## config.mk

```make
export PLATFORM = sky130hd
export DESIGN_NAME = axi4_burst_master_flat
export DESIGN_NICKNAME = d
export VERILOG_FILES = /design/src/rtl/axi4_burst_master_pkg.sv /design/src/rtl/axi4_burst_master_if.sv /design/src/rtl/axi4_cmd_check.sv /design/src/rtl/axi4_burst_master.sv /design/src/flat_wrapper.sv
export SDC_FILE = /design/constraint.sdc
export NUM_CORES = 1
export LEC_CHECK = 0
export ABC_AREA = 1
export BUFFER_PORTS_ARGS = -buffer_cell sky130_fd_sc_hd__buf_2
export CORE_MARGIN = 1
export CORE_UTILIZATION = 45
export CTS_BUF_LIST = sky130_fd_sc_hd__clkbuf_4
export CTS_CLUSTER_SIZE = 12
export DETAILED_ROUTE_END_ITERATION = 16
export GPL_ROUTABILITY_DRIVEN = 0
export PLACE_DENSITY = 0.89
export SLEW_MARGIN = 40
export SYNTH_ARGS = -nofsm -noshare
export SYNTH_HDL_FRONTEND = slang
export SYNTH_SLANG_ARGS = --single-unit
export TNS_END_PERCENT = 100
```

## constraint.sdc

```tcl
create_clock -name ACLK -period 6.35 [get_ports ACLK]
set_input_delay 0.635 -clock ACLK [delete_from_list [all_inputs] [get_ports ACLK]]
set_output_delay 0.635 -clock ACLK [all_outputs]
set_load 0.05 [all_outputs]
```

## src/rtl/axi4_burst_master_pkg.sv

```systemverilog
// ---------------------------------------------------------------------------
// axi4_burst_master_pkg
// Shared definitions for the AXI4 burst master slice:
//   - state_t      : transaction FSM states
//   - RESP_*       : AXI response codes (ordered by severity = numeric value)
//   - BOUNDARY_4K  : AXI bursts must not cross a 4 KB address boundary
//   - OFFSET_BITS  : number of address bits that index inside a 4 KB page
//   - resp_max()   : response merge (keeps the numerically largest code)
// ---------------------------------------------------------------------------
package axi4_burst_master_pkg;

  typedef enum logic [2:0] {
    IDLE,
    W_ADDR,
    W_DATA,
    W_RESP,
    R_ADDR,
    R_DATA,
    DONE
  } state_t;

  localparam logic [1:0] RESP_OKAY   = 2'b00;
  localparam logic [1:0] RESP_EXOKAY = 2'b01;
  localparam logic [1:0] RESP_SLVERR = 2'b10;
  localparam logic [1:0] RESP_DECERR = 2'b11;

  localparam int BOUNDARY_4K = 4096;
  localparam int OFFSET_BITS = 12;

  // OKAY < EXOKAY < SLVERR < DECERR, so the worst response is the max value.
  function automatic logic [1:0] resp_max(input logic [1:0] a, input logic [1:0] b);
    return (a > b) ? a : b;
  endfunction

endpackage

```

## src/rtl/axi4_burst_master_if.sv

```systemverilog
// ---------------------------------------------------------------------------
// axi4_burst_master_if
// Bundles every non-clock/reset signal of the burst master:
//   - command side : cmd_valid/cmd_ready, cmd_write, cmd_addr, cmd_len, cmd_size
//   - write stream : wd_valid/wd_ready, wd_data
//   - read stream  : rd_valid/rd_ready, rd_data, rd_last
//   - completion   : done, done_resp, done_err
//   - AXI4 AW/W/B/AR/R channels (INCR bursts only)
// Modports:
//   master : the burst master block itself
//   slave  : the environment (user logic + AXI slave) around the block
// ---------------------------------------------------------------------------
interface axi4_burst_master_if #(
  parameter int DATA_WIDTH = 32,
  parameter int ADDR_WIDTH = 16
);

  // command
  logic                  cmd_valid;
  logic                  cmd_ready;
  logic                  cmd_write;
  logic [ADDR_WIDTH-1:0] cmd_addr;
  logic [7:0]            cmd_len;
  logic [2:0]            cmd_size;
  // user write-data stream
  logic                  wd_valid;
  logic                  wd_ready;
  logic [DATA_WIDTH-1:0] wd_data;
  // user read-data stream
  logic                  rd_valid;
  logic                  rd_ready;
  logic [DATA_WIDTH-1:0] rd_data;
  logic                  rd_last;
  // completion
  logic                  done;
  logic [1:0]            done_resp;
  logic                  done_err;
  // AXI write address
  logic [ADDR_WIDTH-1:0] AWADDR;
  logic [7:0]            AWLEN;
  logic [2:0]            AWSIZE;
  logic                  AWVALID;
  logic                  AWREADY;
  // AXI write data
  logic [DATA_WIDTH-1:0] WDATA;
  logic                  WLAST;
  logic                  WVALID;
  logic                  WREADY;
  // AXI write response
  logic [1:0]            BRESP;
  logic                  BVALID;
  logic                  BREADY;
  // AXI read address
  logic [ADDR_WIDTH-1:0] ARADDR;
  logic [7:0]            ARLEN;
  logic [2:0]            ARSIZE;
  logic                  ARVALID;
  logic                  ARREADY;
  // AXI read data
  logic [DATA_WIDTH-1:0] RDATA;
  logic [1:0]            RRESP;
  logic                  RLAST;
  logic                  RVALID;
  logic                  RREADY;

  modport master (
    input  cmd_valid, cmd_write, cmd_addr, cmd_len, cmd_size,
    output cmd_ready,
    input  wd_valid, wd_data,
    output wd_ready,
    input  rd_ready,
    output rd_valid, rd_data, rd_last,
    output done, done_resp, done_err,
    output AWADDR, AWLEN, AWSIZE, AWVALID,
    input  AWREADY,
    output WDATA, WLAST, WVALID,
    input  WREADY,
    input  BRESP, BVALID,
    output BREADY,
    output ARADDR, ARLEN, ARSIZE, ARVALID,
    input  ARREADY,
    input  RDATA, RRESP, RLAST, RVALID,
    output RREADY
  );

  modport slave (
    output cmd_valid, cmd_write, cmd_addr, cmd_len, cmd_size,
    input  cmd_ready,
    output wd_valid, wd_data,
    input  wd_ready,
    output rd_ready,
    input  rd_valid, rd_data, rd_last,
    input  done, done_resp, done_err,
    input  AWADDR, AWLEN, AWSIZE, AWVALID,
    output AWREADY,
    input  WDATA, WLAST, WVALID,
    output WREADY,
    output BRESP, BVALID,
    input  BREADY,
    input  ARADDR, ARLEN, ARSIZE, ARVALID,
    output ARREADY,
    output RDATA, RRESP, RLAST, RVALID,
    input  RREADY
  );

endinterface

```

## src/rtl/axi4_cmd_check.sv

```systemverilog
// ---------------------------------------------------------------------------
// axi4_cmd_check
// Purely combinational legality check of a burst command.
// Ports:
//   addr_offset in  OFFSET_BITS  start address within its 4 KB page
//   len         in  8            beats minus one
//   size        in  3            log2(bytes per beat)
//   cmd_ok      out 1            1 = burst may be issued on AXI
// A command is legal when the beat size fits the data bus, the start
// address is aligned to the beat size, and the burst ends at or before the
// next 4 KB boundary.
// ---------------------------------------------------------------------------
module axi4_cmd_check
  import axi4_burst_master_pkg::*;
#(
  parameter int DATA_WIDTH = 32
) (
  input  logic [OFFSET_BITS-1:0] addr_offset,
  input  logic [7:0]             len,
  input  logic [2:0]             size,
  output logic                   cmd_ok
);

  localparam int MAX_SIZE = $clog2(DATA_WIDTH / 8);

  logic        size_ok;
  logic        aligned;
  logic        in_page;
  logic [16:0] span;        // (len+1) << size, at most 256 << 7
  logic [17:0] end_offset;  // one past the last byte, relative to the page
  logic [6:0]  align_mask;

  always_comb begin
    span       = (17'(len) + 17'd1) << size;
    end_offset = 18'(addr_offset) + 18'(span);
    align_mask = 7'((8'd1 << size) - 8'd1);
    size_ok    = (int'(size) <= MAX_SIZE);
    aligned    = (addr_offset[6:0] & align_mask) == 7'd0;
    // Ending exactly on the boundary is fine; only a byte past it crosses.
    in_page    = end_offset <= 18'(BOUNDARY_4K);
    cmd_ok     = size_ok && aligned && in_page;
  end

endmodule

```

## src/rtl/axi4_burst_master.sv

```systemverilog
// ---------------------------------------------------------------------------
// axi4_burst_master
// Turns one user command at a time into a single AXI4 INCR burst.
// Ports:
//   ACLK    in  clock, rising edge
//   ARESET  in  synchronous active-high reset; aborts any transaction
//   bus     axi4_burst_master_if.master: command, user write/read streams,
//           completion (done/done_resp/done_err) and the AXI AW/W/B/AR/R
//           channels
// Illegal commands (size too large, misaligned, crossing 4 KB) produce no
// AXI traffic and complete immediately with done_err=1, done_resp=SLVERR.
// Write/read data are passed combinationally between the user streams and
// the AXI W/R channels while in the data phase.
// ---------------------------------------------------------------------------
module axi4_burst_master
  import axi4_burst_master_pkg::*;
#(
  parameter int DATA_WIDTH = 32,
  parameter int ADDR_WIDTH = 16
) (
  input  logic                ACLK,
  input  logic                ARESET,
  axi4_burst_master_if.master bus
);

  state_t                state_reg, state_next;
  logic [ADDR_WIDTH-1:0] addr_reg, addr_next;
  logic [7:0]            len_reg, len_next;
  logic [2:0]            size_reg, size_next;
  logic [7:0]            cnt_reg, cnt_next;
  logic [1:0]            resp_reg, resp_next;
  logic                  err_reg, err_next;
  logic                  cmd_ok;
  logic                  last_beat;

  axi4_cmd_check #(
    .DATA_WIDTH (DATA_WIDTH)
  ) u_cmd_check (
    .addr_offset (bus.cmd_addr[OFFSET_BITS-1:0]),
    .len         (bus.cmd_len),
    .size        (bus.cmd_size),
    .cmd_ok      (cmd_ok)
  );

  always_ff @(posedge ACLK) begin
    if (ARESET) begin
      state_reg <= IDLE;
      addr_reg  <= '0;
      len_reg   <= '0;
      size_reg  <= '0;
      cnt_reg   <= '0;
      resp_reg  <= RESP_OKAY;
      err_reg   <= 1'b0;
    end else begin
      state_reg <= state_next;
      addr_reg  <= addr_next;
      len_reg   <= len_next;
      size_reg  <= size_next;
      cnt_reg   <= cnt_next;
      resp_reg  <= resp_next;
      err_reg   <= err_next;
    end
  end

  assign last_beat = (cnt_reg == len_reg);

  always_comb begin
    state_next    = state_reg;
    addr_next     = addr_reg;
    len_next      = len_reg;
    size_next     = size_reg;
    cnt_next      = cnt_reg;
    resp_next     = resp_reg;
    err_next      = err_reg;

    bus.cmd_ready = 1'b0;
    bus.wd_ready  = 1'b0;
    bus.rd_valid  = 1'b0;
    bus.rd_data   = bus.RDATA;
    bus.rd_last   = 1'b0;
    bus.done      = 1'b0;
    bus.done_resp = RESP_OKAY;
    bus.done_err  = 1'b0;
    bus.AWADDR    = addr_reg;
    bus.AWLEN     = len_reg;
    bus.AWSIZE    = size_reg;
    bus.AWVALID   = 1'b0;
    bus.WDATA     = bus.wd_data;
    bus.WLAST     = 1'b0;
    bus.WVALID    = 1'b0;
    bus.BREADY    = 1'b0;
    bus.ARADDR    = addr_reg;
    bus.ARLEN     = len_reg;
    bus.ARSIZE    = size_reg;
    bus.ARVALID   = 1'b0;
    bus.RREADY    = 1'b0;

    case (state_reg)
      IDLE: begin
        bus.cmd_ready = 1'b1;
        if (bus.cmd_valid) begin
          addr_next = bus.cmd_addr;
          len_next  = bus.cmd_len;
          size_next = bus.cmd_size;
          cnt_next  = '0;
          resp_next = RESP_OKAY;
          err_next  = 1'b0;
          if (!cmd_ok) begin
            resp_next  = RESP_SLVERR;
            err_next   = 1'b1;
            state_next = DONE;
          end else begin
            state_next = bus.cmd_write ? W_ADDR : R_ADDR;
          end
        end
      end

      W_ADDR: begin
        bus.AWVALID = 1'b1;
        if (bus.AWREADY) state_next = W_DATA;
      end

      W_DATA: begin
        bus.WVALID   = bus.wd_valid;
        bus.wd_ready = bus.WREADY;
        bus.WLAST    = last_beat;
        if (bus.wd_valid && bus.WREADY) begin
          cnt_next = cnt_reg + 8'd1;
          if (last_beat) state_next = W_RESP;
        end
      end

      W_RESP: begin
        bus.BREADY = 1'b1;
        if (bus.BVALID) begin
          resp_next  = resp_max(resp_reg, bus.BRESP);
          state_next = DONE;
        end
      end

      R_ADDR: begin
        bus.ARVALID = 1'b1;
        if (bus.ARREADY) state_next = R_DATA;
      end

      R_DATA: begin
        bus.RREADY   = bus.rd_ready;
        bus.rd_valid = bus.RVALID;
        bus.rd_last  = last_beat;
        if (bus.RVALID && bus.rd_ready) begin
          cnt_next  = cnt_reg + 8'd1;
          resp_next = resp_max(resp_reg, bus.RRESP);
          // The slave's RLAST must agree with our own beat count.
          if (bus.RLAST != last_beat) err_next = 1'b1;
          // Stop on whichever end marker arrives first so a short or long
          // burst from the slave can never wedge the FSM.
          if (bus.RLAST || last_beat) state_next = DONE;
        end
      end

      DONE: begin
        bus.done      = 1'b1;
        bus.done_resp = resp_reg;
        bus.done_err  = err_reg;
        state_next    = IDLE;
      end

      default: state_next = IDLE;
    endcase

    // Handshake and status outputs are forced low for the whole time reset
    // is held, not only from the cycle after it is sampled.
    if (ARESET) begin
      bus.cmd_ready = 1'b0;
      bus.wd_ready  = 1'b0;
      bus.rd_valid  = 1'b0;
      bus.rd_last   = 1'b0;
      bus.done      = 1'b0;
      bus.done_resp = RESP_OKAY;
      bus.done_err  = 1'b0;
      bus.AWVALID   = 1'b0;
      bus.WLAST     = 1'b0;
      bus.WVALID    = 1'b0;
      bus.BREADY    = 1'b0;
      bus.ARVALID   = 1'b0;
      bus.RREADY    = 1'b0;
    end
  end

endmodule

```

## src/flat_wrapper.sv

```systemverilog
// flat-port wrapper written by rule: the top's interface ports become plain ports
module axi4_burst_master_flat import axi4_burst_master_pkg::*;
#(
  parameter int DATA_WIDTH = 32,
  parameter int ADDR_WIDTH = 16
)
  (ACLK, ARESET, bus_cmd_valid, bus_cmd_write, bus_cmd_addr, bus_cmd_len, bus_cmd_size, bus_cmd_ready, bus_wd_valid, bus_wd_data, bus_wd_ready, bus_rd_ready, bus_rd_valid, bus_rd_data, bus_rd_last, bus_done, bus_done_resp, bus_done_err, bus_AWADDR, bus_AWLEN, bus_AWSIZE, bus_AWVALID, bus_AWREADY, bus_WDATA, bus_WLAST, bus_WVALID, bus_WREADY, bus_BRESP, bus_BVALID, bus_BREADY, bus_ARADDR, bus_ARLEN, bus_ARSIZE, bus_ARVALID, bus_ARREADY, bus_RDATA, bus_RRESP, bus_RLAST, bus_RVALID, bus_RREADY);
  axi4_burst_master_if #(.DATA_WIDTH(DATA_WIDTH), .ADDR_WIDTH(ADDR_WIDTH)) bus_i ();
  input  logic ACLK;
  input  logic ARESET;
  input wire logic [$bits(bus_i.cmd_valid)-1:0] bus_cmd_valid;
  input wire logic [$bits(bus_i.cmd_write)-1:0] bus_cmd_write;
  input wire logic [$bits(bus_i.cmd_addr)-1:0] bus_cmd_addr;
  input wire logic [$bits(bus_i.cmd_len)-1:0] bus_cmd_len;
  input wire logic [$bits(bus_i.cmd_size)-1:0] bus_cmd_size;
  output wire logic [$bits(bus_i.cmd_ready)-1:0] bus_cmd_ready;
  input wire logic [$bits(bus_i.wd_valid)-1:0] bus_wd_valid;
  input wire logic [$bits(bus_i.wd_data)-1:0] bus_wd_data;
  output wire logic [$bits(bus_i.wd_ready)-1:0] bus_wd_ready;
  input wire logic [$bits(bus_i.rd_ready)-1:0] bus_rd_ready;
  output wire logic [$bits(bus_i.rd_valid)-1:0] bus_rd_valid;
  output wire logic [$bits(bus_i.rd_data)-1:0] bus_rd_data;
  output wire logic [$bits(bus_i.rd_last)-1:0] bus_rd_last;
  output wire logic [$bits(bus_i.done)-1:0] bus_done;
  output wire logic [$bits(bus_i.done_resp)-1:0] bus_done_resp;
  output wire logic [$bits(bus_i.done_err)-1:0] bus_done_err;
  output wire logic [$bits(bus_i.AWADDR)-1:0] bus_AWADDR;
  output wire logic [$bits(bus_i.AWLEN)-1:0] bus_AWLEN;
  output wire logic [$bits(bus_i.AWSIZE)-1:0] bus_AWSIZE;
  output wire logic [$bits(bus_i.AWVALID)-1:0] bus_AWVALID;
  input wire logic [$bits(bus_i.AWREADY)-1:0] bus_AWREADY;
  output wire logic [$bits(bus_i.WDATA)-1:0] bus_WDATA;
  output wire logic [$bits(bus_i.WLAST)-1:0] bus_WLAST;
  output wire logic [$bits(bus_i.WVALID)-1:0] bus_WVALID;
  input wire logic [$bits(bus_i.WREADY)-1:0] bus_WREADY;
  input wire logic [$bits(bus_i.BRESP)-1:0] bus_BRESP;
  input wire logic [$bits(bus_i.BVALID)-1:0] bus_BVALID;
  output wire logic [$bits(bus_i.BREADY)-1:0] bus_BREADY;
  output wire logic [$bits(bus_i.ARADDR)-1:0] bus_ARADDR;
  output wire logic [$bits(bus_i.ARLEN)-1:0] bus_ARLEN;
  output wire logic [$bits(bus_i.ARSIZE)-1:0] bus_ARSIZE;
  output wire logic [$bits(bus_i.ARVALID)-1:0] bus_ARVALID;
  input wire logic [$bits(bus_i.ARREADY)-1:0] bus_ARREADY;
  input wire logic [$bits(bus_i.RDATA)-1:0] bus_RDATA;
  input wire logic [$bits(bus_i.RRESP)-1:0] bus_RRESP;
  input wire logic [$bits(bus_i.RLAST)-1:0] bus_RLAST;
  input wire logic [$bits(bus_i.RVALID)-1:0] bus_RVALID;
  output wire logic [$bits(bus_i.RREADY)-1:0] bus_RREADY;
  assign bus_i.cmd_valid = bus_cmd_valid;
  assign bus_i.cmd_write = bus_cmd_write;
  assign bus_i.cmd_addr = bus_cmd_addr;
  assign bus_i.cmd_len = bus_cmd_len;
  assign bus_i.cmd_size = bus_cmd_size;
  assign bus_cmd_ready = bus_i.cmd_ready;
  assign bus_i.wd_valid = bus_wd_valid;
  assign bus_i.wd_data = bus_wd_data;
  assign bus_wd_ready = bus_i.wd_ready;
  assign bus_i.rd_ready = bus_rd_ready;
  assign bus_rd_valid = bus_i.rd_valid;
  assign bus_rd_data = bus_i.rd_data;
  assign bus_rd_last = bus_i.rd_last;
  assign bus_done = bus_i.done;
  assign bus_done_resp = bus_i.done_resp;
  assign bus_done_err = bus_i.done_err;
  assign bus_AWADDR = bus_i.AWADDR;
  assign bus_AWLEN = bus_i.AWLEN;
  assign bus_AWSIZE = bus_i.AWSIZE;
  assign bus_AWVALID = bus_i.AWVALID;
  assign bus_i.AWREADY = bus_AWREADY;
  assign bus_WDATA = bus_i.WDATA;
  assign bus_WLAST = bus_i.WLAST;
  assign bus_WVALID = bus_i.WVALID;
  assign bus_i.WREADY = bus_WREADY;
  assign bus_i.BRESP = bus_BRESP;
  assign bus_i.BVALID = bus_BVALID;
  assign bus_BREADY = bus_i.BREADY;
  assign bus_ARADDR = bus_i.ARADDR;
  assign bus_ARLEN = bus_i.ARLEN;
  assign bus_ARSIZE = bus_i.ARSIZE;
  assign bus_ARVALID = bus_i.ARVALID;
  assign bus_i.ARREADY = bus_ARREADY;
  assign bus_i.RDATA = bus_RDATA;
  assign bus_i.RRESP = bus_RRESP;
  assign bus_i.RLAST = bus_RLAST;
  assign bus_i.RVALID = bus_RVALID;
  assign bus_RREADY = bus_i.RREADY;
  axi4_burst_master #(.DATA_WIDTH(DATA_WIDTH), .ADDR_WIDTH(ADDR_WIDTH)) u_core (.ACLK(ACLK), .ARESET(ARESET), .bus(bus_i));
endmodule
```

Word level (Yosys, flattened, before mapping). Index checks and enable logic that the tools add are counted.

Bits in registers: 41. Input port bits: 107. Output and inout bits: 132. Logic and storage cells: 105.

$add $sub $neg: 4. $lt $le $gt $ge: 4. Equality and inequality tests: 19. Shift operators: 2. Muxes and demuxes: 53. Bitwise operators: 1. Reduce and logical (&&, ||, !) cells: 15.

Operators with widths (number): $mux W3 (10); $mux W1 (28); $mux W8 (3); $pmux W8 S3 (1); $add A12 B17 Y18 (1); $le A18 B13 Y1 const B (1); $pmux W3 S6 (1); $shl A17 B3 Y17 (1); $mux W2 (8); $ne A2 B2 Y1 const B (6); $ne A2 B1 Y1 const B (5); $add A8 B1 Y9 const B (1); $eq A3 B3 Y1 const B (3); $add A8 B1 Y8 const B (1); $eq A8 B8 Y1 (1); $reduce_and A4 Y1 (2); $reduce_and A8 Y1 (1); $and A7 B7 Y7 (1); $logic_not A7 Y1 (1); $shl A1 B3 Y7 const A (1); $sub A7 B1 Y7 const B (1); $eq A3 B2 Y1 const B (2); $pmux W2 S3 (1); $reduce_and A6 Y1 (1); other kinds (11) (16).

Depth between registers and ports, before layout.
Word-level depth: 9. Mapped depth: 27. Mapped depth without buffers: 27.

Modules after synthesis. From an unflattened synthesis, not the netlist that was laid out.

Cells, all modules: 674. Area, all modules: 4186.5 um2.

Modules (own cells, without submodules): axi4_burst_master (instances 1, cells each 437, area each 2924.1 um2, sequential area each 820.8 um2); axi4_cmd_check (instances 1, cells each 237, area each 1262.5 um2, sequential area each 0.0 um2).

Worst setup path before layout. No wires, ideal clock.

Path kind: register to output. Start: reg u_core.len_reg[4] (netlist: u_core.bus.ARLEN[4]). End: out bus_rd_last. Arrival: 2.477 ns. Data required time: 5.715 ns. Path slack: 3.238 ns. Stages on the path, launching flop included: 7. Buffers on the path: 0. Cell sequence: dfxtp_1 inv_1 nand2_1 nand4_1 nor4_1 inv_1 nor3_1.

Longest elaborated chain between the ends: 3.

RTL lines: start, declared (RTL line axi4_burst_master.sv:28) `logic [7:0] len_reg, len_next;`; start signal, assigned (RTL line axi4_burst_master.sv:57) `len_reg <= len_next;`; $eq A8 B8 Y1 (RTL line axi4_burst_master.sv:65) `assign last_beat = (cnt_reg == len_reg);`; $mux W1 (RTL line axi4_burst_master.sv:98) `case (state_reg)`; $mux W1 (RTL line axi4_burst_master.sv:173) `if (ARESET) begin`; end, declared (RTL line flat_wrapper.sv:23) `output wire logic [$bits(bus_i.rd_last)-1:0] bus_rd_last;`.

No other way between the ends.

Worst setup path in the final report.
Start: in bus_cmd_len[0]. End: reg u_core.state_reg[1].

Longest elaborated chain between the ends: 8.

RTL lines: start, declared (RTL line flat_wrapper.sv:14) `input wire logic [$bits(bus_i.cmd_len)-1:0] bus_cmd_len;`; $add A8 B1 Y9 (RTL line axi4_cmd_check.sv:34) `span = (17'(len) + 17'd1) << size;`; $shl A17 B3 Y17 (RTL line axi4_cmd_check.sv:34); $add A12 B17 Y18 (RTL line axi4_cmd_check.sv:35) `end_offset = 18'(addr_offset) + 18'(span);`; $le A18 B13 Y1 (RTL line axi4_cmd_check.sv:40) `in_page = end_offset <= 18'(BOUNDARY_4K);`; $logic_and A1 B1 Y1 (RTL line axi4_cmd_check.sv:41) `cmd_ok = size_ok && aligned && in_page;`; $mux W3 (RTL line axi4_burst_master.sv:108) `if (!cmd_ok) begin`; $mux W3 (RTL line axi4_burst_master.sv:101) `if (bus.cmd_valid) begin`; $pmux W3 S6 (RTL line axi4_burst_master.sv:98); end signal, assigned (RTL line axi4_burst_master.sv:55) `state_reg <= state_next;`; end, declared (RTL line axi4_burst_master.sv:26) `state_t state_reg, state_next;`.

No other way between the ends. The select of a mux whose other input is x is not followed. A chain may end at the register's enable or synchronous reset.

==> flow_summary.ini <==
[status]
status = complete, no violations

[setup_path]
r2r-end = u_core.state_reg[1]
reg2reg_slack_ns = 3.95
cp.arrival_ns = 3.60
worstPathRequired_ns = 6.59
r2r-start = u_core.bus.ARLEN[3]
end_kind = flop
critical_path_class = primary input to flop
startpoint_type = primary input
worst-path-max-fanout = 6
ff2ff_path_depth = 12

[layout]
layout_commonest_cell = nand2_1
final_nets = 744
multi_input_area_um2 = 2080
largest_reg_flops = 16
nFillCells = 886
final_cell_area_um2 = 3940
area_growth_syn_to_layout_pct = -0.443
mostFrequentLayoutCells = 127 x nand2_1, 110 x buf_2, 59 x inv_1
seq_area_um2 = 821
insertedDiodeCount = 0
drive_above_1_share_pct = 24.4

[timing]
fin_setup_tns_ns = 0
finalSetupViolCount = 0
hold_violations = 0
report.final.slew_viol_count = 0
clock-skew-final_ns = 0.00805
finalCritPeriodShare_pct = 53.0
max_freq_mhz = 297
slew_headroom_pct = 57.3
period_needed_ns = 3.37
whs_ns = 0.483
rsz0062_at_grt = false
tightestPinTransition_ns = 0.641

[hold_path]
hold-path-cell-count = 2
hold_start = u_core.bus.ARADDR[13]
hold_path_end = u_core.bus.ARADDR[13]
hold_path.class = flop to flop

[cts]
clock-root-buffer = clkbuf_4
hold_buffers = 0
cts_repair_resize_count = 0
cts_made_buffers = 5
cts_tree = done
path_clk_slew_ns = 0.12
clk_latency_ns = 0.34
post_cts_buffers = 0
ctsLongestPathBuffers = 2
cts.htree.levels = 2
cts_sinks = 41

[synth]
ys_seq_area_share_pct = 20.8
synthCells = 607
syn_nets = 734
synth_area_per_cell_um2 = 6.51
synth-async-reset-ratio_pct = 0
synth_cell_type_count = 47
ys_seq_elements = 41
mappedNetlistArea_um2 = 3950
synth_warnings = 0
synth_ff_type = dfxtp_1
synth-edff-count = 0

[place]
placed_cell_area_um2 = 3860
io_buffers = 110
dp_hpwl_um = 7900

[detailed_routing]
routed_wl_um = 9980
drcViolationCount = 0
ant_nets = 0
vias_per_cell = 5.28
drt_pass1_iterations = 5
drtIter0Drc = 235
vias = 3814
wl_per_cell_um = 13.8

[global_route]
antenna_found_initial = 0
grt_overflow = 0
grt_pass1_vias = 3331
grt_max_degree = 34
grt_usage_pct = 21.2
grt_pass1_wl_um = 15300

[power_and_ir_drop]
ir_worst_vdd_v = 0.000172
p_leak_nw = 2.00
p_per_area_nw_per_um2 = 372

[floorplanning]
initial_core_util_pct = 47.4
io_pins = 239
core_region_area_um2 = 8340
design.die.area_um2 = 9160
rows = 33
die_h_um = 95.7
die_w_um = 95.7

[job]
max-cap-violations = 0
## cell type report
type / count / area share (%)
inverters: 68 / 6.49
well taps: 105 / 3.34
repair buffers: 112 / 14.4
clock buffers: 5 / 0.954
multi-input cells: 389 / 52.9
flip-flops and latches: 41 / 20.9
clock inverters: 3 / 1.05
## through the flow
stage                     worst slack, ns  util, %  instances  power (mW)
final                                2.98     47.2        723        1.46
after global routing                 2.59     47.2        723        1.57
after CTS                            3.05     47.2        723        1.47
after detailed placement             2.72     46.2        715        1.29
after global placement               2.76     46.2        715        1.28
after floorplan                      3.24        -        607        1.26
## synth_stat cells, types with 3 or more instances
cell | n | share of area, %
o21ai_0 | 34 | 4.3
nand3b_1 | 3 | 0.57
nor2_2 | 5 | 0.79
a211oi_1 | 3 | 0.57
clkbuf_8 | 3 | 1.0
buf_4 | 92 | 17
ha_1 | 19 | 6.0
inv_1 | 59 | 5.6
nor3_1 | 6 | 0.76
xor2_1 | 6 | 1.3
nand4_1 | 11 | 1.7
a21oi_1 | 43 | 5.4
nand3_1 | 44 | 5.6
clkbuf_1 | 12 | 1.1
o21ai_1 | 3 | 0.38
nand2_2 | 4 | 0.63
nor2_1 | 44 | 4.2
a31oi_1 | 3 | 0.47
inv_2 | 9 | 0.85
dfxtp_1 | 41 | 21
nand3_2 | 3 | 0.76
nand2_1 | 127 | 12
## worst max-delay path, stage by stage
cell,delay [ns]
buf_2,0.15
ha_1,0.20
nand2_2,0.09
nor2_4,0.11
xnor2_1,0.14
o21ai_0,0.13
o21ai_0,0.29
o21ai_0,0.13
ha_1,0.36
a21oi_1,0.30
o21ai_0,0.14
nand2_1,0.08
nand2_1,0.05
a31oi_1,0.19
inv_1,0.06
nand2_1,0.05
nand2_1,0.06
nand2_2,0.09
nand2_1,0.09
o21ai_1,0.15
a31oi_1,0.09
## routing by layer
metal | vias to the layer above | global-route usage (%) | share of wire [%]
met5 | - | 0 | 0
met4 | 0 | 8.33 | 2.4
met3 | 33 | 5.45 | 8.1
met2 | 184 | 36.0 | 47
met1 | 1686 | 25.6 | 42
li1 | 1911 | - | -
## power by group
part	switching [mW]	internal, mW	leakage [nW]	total, mW
combinational	0.686	0.241	1.62	0.927
clock	0.0880	0.0816	0.0389	0.170
sequential	0.0522	0.315	0.336	0.367
total	0.826	0.637	2.00	1.46
## logic make-up after synthesis
family / after synthesis / synth area share, %
AND/OR/NAND/NOR: 257 / 29.3
buffers and inverters: 177 / 26.5
AO/OA/AOI/OAI: 103 / 14.8
flip-flops: 41 / 20.8
adder cells (fa/ha/maj): 20 / 6.52
XOR/XNOR: 7 / 1.55
multiplexers: 2 / 0.507
## how the worst max path moves through the flow
stage | to | startpoint | slack [ns] | cells past startpoint
after floorplan | bus_rd_last | u_core.bus.ARLEN[4] | 3.24 | 6
after global placement | u_core.state_reg[2] | bus_cmd_len[0] | 2.76 | 23
after detailed placement | u_core.state_reg[1] | bus_cmd_len[0] | 2.72 | 21
after CTS | u_core.state_reg[1] | bus_cmd_len[0] | 3.05 | 21
after global routing | u_core.state_reg[1] | bus_cmd_len[0] | 2.59 | 21
final | u_core.state_reg[1] | bus_cmd_len[0] | 2.98 | 21
(Power assumes the default switching activity.)
